File: config.mk
export PLATFORM = sky130hd
export DESIGN_NAME = tdc_result_readout
export DESIGN_NICKNAME = d
export VERILOG_FILES = /design/src/rtl/tdc_pkg.sv /design/src/rtl/tdc_therm2bin.sv /design/src/rtl/tdc_result_readout.sv
export SDC_FILE = /design/constraint.sdc
export NUM_CORES = 1
export LEC_CHECK = 0
export CORE_UTILIZATION = 35
export DETAILED_ROUTE_END_ITERATION = 10
export GPL_TIMING_DRIVEN = 0
export MAX_ROUTING_LAYER = met4
export SYNTH_ARGS = -nofsm -noshare
export SYNTH_HDL_FRONTEND = slang
export SYNTH_HIERARCHICAL = 1
export SYNTH_SLANG_ARGS = --single-unit
export TNS_END_PERCENT = 5
File: constraint.sdc
create_clock -name clk -period 11.99 [get_ports clk]
set_input_delay 2.398 -clock clk [delete_from_list [all_inputs] [get_ports clk]]
set_output_delay 2.398 -clock clk [all_outputs]
set_load 0.03 [all_outputs]
File: src/rtl/tdc_pkg.sv
// Shared types and constants for the TDC result readout path.
package tdc_pkg;

    // Readout FSM: two encode stages, then hold until the consumer acknowledges.
    typedef enum logic [1:0] {
        IDLE = 2'd0,
        ENC1 = 2'd1,
        ENC2 = 2'd2,
        FULL = 2'd3
    } tdc_state_e;

    // Byte-select codes for the 8-bit readout bus.
    localparam logic [1:0] SEL_RESULT = 2'd0;
    localparam logic [1:0] SEL_STATUS = 2'd1;
    localparam logic [1:0] SEL_COUNT  = 2'd2;
    localparam logic [1:0] SEL_RAW    = 2'd3;

    // Bit positions inside the status byte; bits [2:0] read as zero.
    localparam int STAT_RES_VALID = 7;
    localparam int STAT_OVF       = 6;
    localparam int STAT_ZERO      = 5;
    localparam int STAT_LOST      = 4;
    localparam int STAT_BUSY      = 3;

endpackage

File: src/rtl/tdc_therm2bin.sv
// Combinational thermometer helpers: 3-tap majority bubble correction of a raw
// code, and popcount/extreme detection of an already corrected code. The two
// halves are independent so the caller can register between them.
module tdc_therm2bin #(
    parameter int N_DELAY = 64,
    parameter int RES_W   = $clog2(N_DELAY + 1)
) (
    input  logic [N_DELAY-1:0] therm_i,
    output logic [N_DELAY-1:0] corr_o,
    input  logic [N_DELAY-1:0] corr_i,
    output logic [RES_W-1:0]   count_o,
    output logic               ovf_o,
    output logic               zero_o
);

    // Pad so the tap before bit 0 reads 1 and the tap after the last reads 0.
    logic [N_DELAY+1:0] therm_pad;
    assign therm_pad = {1'b0, therm_i, 1'b1};

    // Majority of each tap with its two neighbours removes single-bit bubbles.
    always_comb begin
        corr_o = '0;
        for (int i = 0; i < N_DELAY; i++) begin
            corr_o[i] = (therm_pad[i]   & therm_pad[i+1]) |
                        (therm_pad[i]   & therm_pad[i+2]) |
                        (therm_pad[i+1] & therm_pad[i+2]);
        end
    end

    // Popcount of the corrected code; a full line counts to exactly N_DELAY.
    always_comb begin
        count_o = '0;
        for (int i = 0; i < N_DELAY; i++) begin
            count_o = count_o + RES_W'(corr_i[i]);
        end
    end

    assign ovf_o  = &corr_i;
    assign zero_o = ~|corr_i;

endmodule

File: src/rtl/tdc_result_readout.sv
// TDC result readout: captures the latched delay-line code, bubble-corrects it
// (stage 1), converts it to a binary count (stage 2), then holds the result with
// status flags and serves one selected byte per cycle on a registered bus.
module tdc_result_readout
    import tdc_pkg::*;
#(
    parameter int N_DELAY = 64,
    parameter int RES_W   = $clog2(N_DELAY + 1)
) (
    input  logic               clk,
    input  logic               rst,
    input  logic [N_DELAY-1:0] therm_i,
    input  logic               therm_valid_i,
    input  logic               rd_ack_i,
    input  logic               clr_i,
    input  logic [1:0]         byte_sel_i,
    output logic [7:0]         out_byte_o,
    output logic               res_valid_o,
    output logic               busy_o
);

    // Result is presented zero-extended on the byte bus.
    function automatic logic [7:0] result_byte(input logic [RES_W-1:0] r);
        return 8'(r);
    endfunction

    function automatic logic [7:0] status_byte(input logic vld, input logic ovf,
                                               input logic zero, input logic lost,
                                               input logic busy);
        logic [7:0] s;
        s                 = '0;
        s[STAT_RES_VALID] = vld;
        s[STAT_OVF]       = ovf;
        s[STAT_ZERO]      = zero;
        s[STAT_LOST]      = lost;
        s[STAT_BUSY]      = busy;
        return s;
    endfunction

    tdc_state_e         state_q, state_d;
    logic [N_DELAY-1:0] therm_p0_q, therm_p0_d;
    logic [N_DELAY-1:0] corr_p1_q, corr_p1_d;
    logic [RES_W-1:0]   result_q, result_d;
    logic               ovf_q, ovf_d;
    logic               zero_q, zero_d;
    logic [7:0]         raw_q, raw_d;
    logic               lost_q, lost_d;
    logic [7:0]         sample_cnt_q, sample_cnt_d;
    logic [7:0]         out_byte_q, out_byte_d;

    logic [N_DELAY-1:0] corr_c;
    logic [RES_W-1:0]   count_c;
    logic               ovf_c;
    logic               zero_c;
    logic [7:0]         raw_c;
    logic               accept;
    logic               drop;

    tdc_therm2bin #(
        .N_DELAY (N_DELAY),
        .RES_W   (RES_W)
    ) u_therm2bin (
        .therm_i (therm_p0_q),
        .corr_o  (corr_c),
        .corr_i  (corr_p1_q),
        .count_o (count_c),
        .ovf_o   (ovf_c),
        .zero_o  (zero_c)
    );

    // Low byte of the corrected code for debug readout; narrow lines pad with zeros.
    generate
        if (N_DELAY >= 8) begin : g_raw_wide
            assign raw_c = corr_p1_q[7:0];
        end else begin : g_raw_narrow
            assign raw_c = 8'(corr_p1_q);
        end
    endgenerate

    assign res_valid_o = (state_q == FULL);
    assign busy_o      = (state_q == ENC1) || (state_q == ENC2);
    assign out_byte_o  = out_byte_q;

    // Next-state, capture/drop decision, pipeline advance and readout mux.
    always_comb begin
        state_d      = state_q;
        therm_p0_d   = therm_p0_q;
        corr_p1_d    = corr_p1_q;
        result_d     = result_q;
        ovf_d        = ovf_q;
        zero_d       = zero_q;
        raw_d        = raw_q;
        lost_d       = lost_q;
        sample_cnt_d = sample_cnt_q;
        out_byte_d   = out_byte_q;

        // A capture lands only when the pipeline is empty or is being emptied now.
        accept = therm_valid_i &&
                 ((state_q == IDLE) || ((state_q == FULL) && rd_ack_i));
        drop   = therm_valid_i && !accept;

        if (accept) begin
            therm_p0_d = therm_i;
        end

        case (state_q)
            IDLE: begin
                if (accept) state_d = ENC1;
            end
            ENC1: begin
                corr_p1_d = corr_c;
                state_d   = ENC2;
            end
            ENC2: begin
                result_d     = count_c;
                ovf_d        = ovf_c;
                zero_d       = zero_c;
                raw_d        = raw_c;
                sample_cnt_d = sample_cnt_q + 8'd1;
                state_d      = FULL;
            end
            FULL: begin
                if (rd_ack_i) state_d = accept ? ENC1 : IDLE;
            end
            default: state_d = IDLE;
        endcase

        if (drop) lost_d = 1'b1;

        // Clear outranks both a same-cycle drop and a same-cycle count increment.
        if (clr_i) begin
            lost_d       = 1'b0;
            sample_cnt_d = '0;
        end

        case (byte_sel_i)
            SEL_RESULT: out_byte_d = result_byte(result_q);
            SEL_STATUS: out_byte_d = status_byte(res_valid_o, ovf_q, zero_q, lost_q, busy_o);
            SEL_COUNT:  out_byte_d = sample_cnt_q;
            SEL_RAW:    out_byte_d = raw_q;
            default:    out_byte_d = '0;
        endcase
    end

    // Control, held result, flags and readout register; reset clears all of it.
    always_ff @(posedge clk) begin
        if (rst) begin
            state_q      <= IDLE;
            result_q     <= '0;
            ovf_q        <= 1'b0;
            zero_q       <= 1'b0;
            raw_q        <= '0;
            lost_q       <= 1'b0;
            sample_cnt_q <= '0;
            out_byte_q   <= '0;
        end else begin
            state_q      <= state_d;
            result_q     <= result_d;
            ovf_q        <= ovf_d;
            zero_q       <= zero_d;
            raw_q        <= raw_d;
            lost_q       <= lost_d;
            sample_cnt_q <= sample_cnt_d;
            out_byte_q   <= out_byte_d;
        end
    end

    // Stage 0 -> 1 data path; contents are only consumed under FSM control.
    always_ff @(posedge clk) begin
        therm_p0_q <= therm_p0_d;
        corr_p1_q  <= corr_p1_d;
    end

endmodule
==> out/metrics.yaml <==
synth_edf_count: 128
area_delta_synth_final_pct: 22.0
worstRegToRegCells: 21
clockBufferDepth: 2
worstHoldStart: "lost_q"
setup-violations-final: 0
cts_tree: "done"
finalCriticalPeriod_ns: 6.30
initial_core_util_pct: 35.6
wl_per_cell_um: 16.2
grt_first_pass_wirelength_um: 25500
num_rows: 55
cts_made_buffers: 17
r2r-end: "result_q[6]"
relSlewSlack_pct: 51.1
clkTransAtPathRegs_ns: 0.07
root_buffer: "clkbuf_16"
grt_util_all_layers_pct: 14.6
ant_nets: 0
fin_crit_sh_pct: 52.5
fin_setup_tns_ns: 0
rrSetupSlack_ns: 5.69
syn_area_um2: 8040
wl_um: 15500
io_pins: 81
grt_pass1_vias: 4906
h-tree-depth: 4
drtIter0Drc: 225
nets: 805
cts_resized: 0
core_um2: 22600
synth_cell_types: 45
worst_pin_slew_ns: 0.732
hold_violations: 0
die-area_um2: 23600
antenna_cells: 0
hpwl_um: 12300
yosys_register_bits: 164
required_ns: 12.28
holdBufCountCts: 0
use_met1_pct: 17.9
grt_max_degree: 46
synth.avg_cell_area_um2: 14.4
portBuffers: 77
die_h_um: 154
fmax_ghz: 0.159
async_flop_share_pct: 0
reg2reg_from: "corr_p1_q[53]"
whs_endpoint: "lost_q"
first_pass_iters: 4
synth_flop_cell: "edfxtp_1"
grt_overflow: 0
vias: 4522
routed_via_density: 4.74
endpoint_kind: "register"
postCtsSetupBuffers: 0
multiInputGateArea_um2: 3120
ys_seq_area_share_pct: 56.8
cp_max_fo: 3
worst_clock_skew_ns: 0.00667
synth.net_count: 707
drc: 0
crit_arrival_ns: 6.59
crit_type: "reg -> reg"
clock_latency_ns: 0.42
register_area_um2: 4560
final_max_slew_viol_count: 0
syn_inst: 559
yosys_warnings: 6
rsz0062_at_grt: "false"
antenna_found_initial: 0
fill_cells: 2077
layout-drive-gt1-share_pct: 8.06
min_path_type: "reg -> reg"
grt_use_met2_pct: 24.1
worstSetupStartpointType: "register"
maxCapViolCount: 0
busiest_layer: "met2"
worstHoldPathCells: 2
use_met3_pct: 2.76
die-width_um: 154
cts.sinks: 164
gp_congestion: 0.860
status: "finished clean"
## cells in the final DEF, fill, tap and decap left out, types with 3 or more instances in the layout
cell,instances
edfxtp_1,128
inv_1,88
clkdlybuf4s50_1,77
maj3_1,62
fa_1,54
dfxtp_1,36
nor2_1,27
ha_1,22
nand4_1,21
mux2i_1,21
nor4_1,19
clkbuf_16,17
a21oi_1,10
buf_2,6
inv_6,5
xor2_1,4
mux4_2,4
nor2b_1,4
nand2_1,3
a2bb2oi_1,3
clkbuf_1,3
a211oi_1,3
or2_2,3
o21ai_0,3
or3_1,3
nand3_1,3
clkinv_4,3
## cells by family (layout without fill, tap and decap cells)
| family | Yosys count | after routing | synth area share (%) |
|---|---|---|---|
| AOI/OAI and AO/OA | 31 | 31 | 2.69 |
| and+or+nand+nor | 96 | 96 | 6.67 |
| buffers and inverters | 97 | 208 | 4.62 |
| xor gates and xnor gates | 6 | 6 | 0.653 |
| adders and majority gates | 139 | 139 | 24.7 |
| DFF | 164 | 164 | 56.8 |
| muxes | 26 | 26 | 3.87 |
## worst max path at each step
stage                              from             end  slack, ns
after floorplan           corr_p1_q[53]     result_q[6]       6.02
after global placement         rd_ack_i  therm_p0_q[62]       4.88
after detailed placement  corr_p1_q[53]     result_q[6]       5.67
after CTS                 corr_p1_q[53]     result_q[6]       5.66
after global routing      corr_p1_q[53]     result_q[6]       5.38
final                     corr_p1_q[53]     result_q[6]       5.69
## per-layer routing
metal	vias to the layer above	part of all wire, %	wire (um)
li1	2191	-	-
met1	2226	45	7010
met3	20	3.0	472
met5	-	0	0
met4	0	1.7	271
met2	85	50	7750
## sequential cells by signal (all words and copies together) (netlist names)
name / count
sample_cnt_q: 8
corr_p1_q: 64
lost_q: 1
ovf_q: 1
out_byte_o: 8
therm_p0_q: 64
state_q: 2
zero_q: 1
raw_q: 8
result_q: 7
## final cells by class
class	instances	area share, %
flip-flops and latches	164	46.5
clock inverters	15	1.72
inverters	88	3.37
multi-input cells	298	31.8
well taps	285	3.63
repair buffers	79	8.26
plain buffers	9	0.421
clock buffers	17	4.33
## per-stage QoR
step | std cells | util, % | hold WS, ns | setup slack (ns) | instance area (um^2)
after CTS | 955 | 43.5 | 0.480 | 5.66 | 9810
after floorplan | 559 | - | 0.432 | 6.02 | 8040
after global placement | 921 | 40.6 | 0.461 | 4.88 | 9170
after detailed placement | 923 | 40.8 | 0.460 | 5.67 | 9220
final | 955 | 43.5 | 0.485 | 5.69 | 9810
after global routing | 955 | 43.5 | 0.531 | 5.38 | 9810
## synthesized netlist by cell type (all sizes together), types with 4 or more instances
| master | count | share of area [%] |
|---|---|---|
| nor4 | 19 | 1.5 |
| mux4 | 4 | 1.1 |
| mux2i | 21 | 2.6 |
| a21oi | 10 | 0.62 |
| buf | 6 | 0.37 |
| nor2b | 5 | 0.39 |
| dfxtp | 36 | 9.0 |
| o21ai | 4 | 0.30 |
| nand4 | 22 | 1.8 |
| nor2 | 27 | 1.3 |
| edfxtp | 128 | 48 |
| ha | 23 | 3.6 |
| fa | 54 | 13 |
| inv | 88 | 4.1 |
| xor2 | 4 | 0.44 |
| maj3 | 62 | 7.7 |
## worst max-delay path, cell delays in order (launching register included)
cell and delay, ns:
edfxtp_1 0.45, fa_1 0.55, inv_1 0.05, fa_1 0.47
inv_1 0.05, fa_1 0.48, inv_1 0.05, fa_1 0.50
inv_1 0.05, fa_1 0.47, inv_1 0.05, fa_1 0.52
fa_1 0.45, fa_1 0.49, inv_1 0.04, ha_1 0.22
fa_1 0.50, a211o_2 0.34, a21oi_1 0.15, o21bai_1 0.09
mux2i_1 0.15, nor2_1 0.05
Power is not shown: default switching activity piles up to over one toggle a cycle in this logic, so the estimate is an artifact.
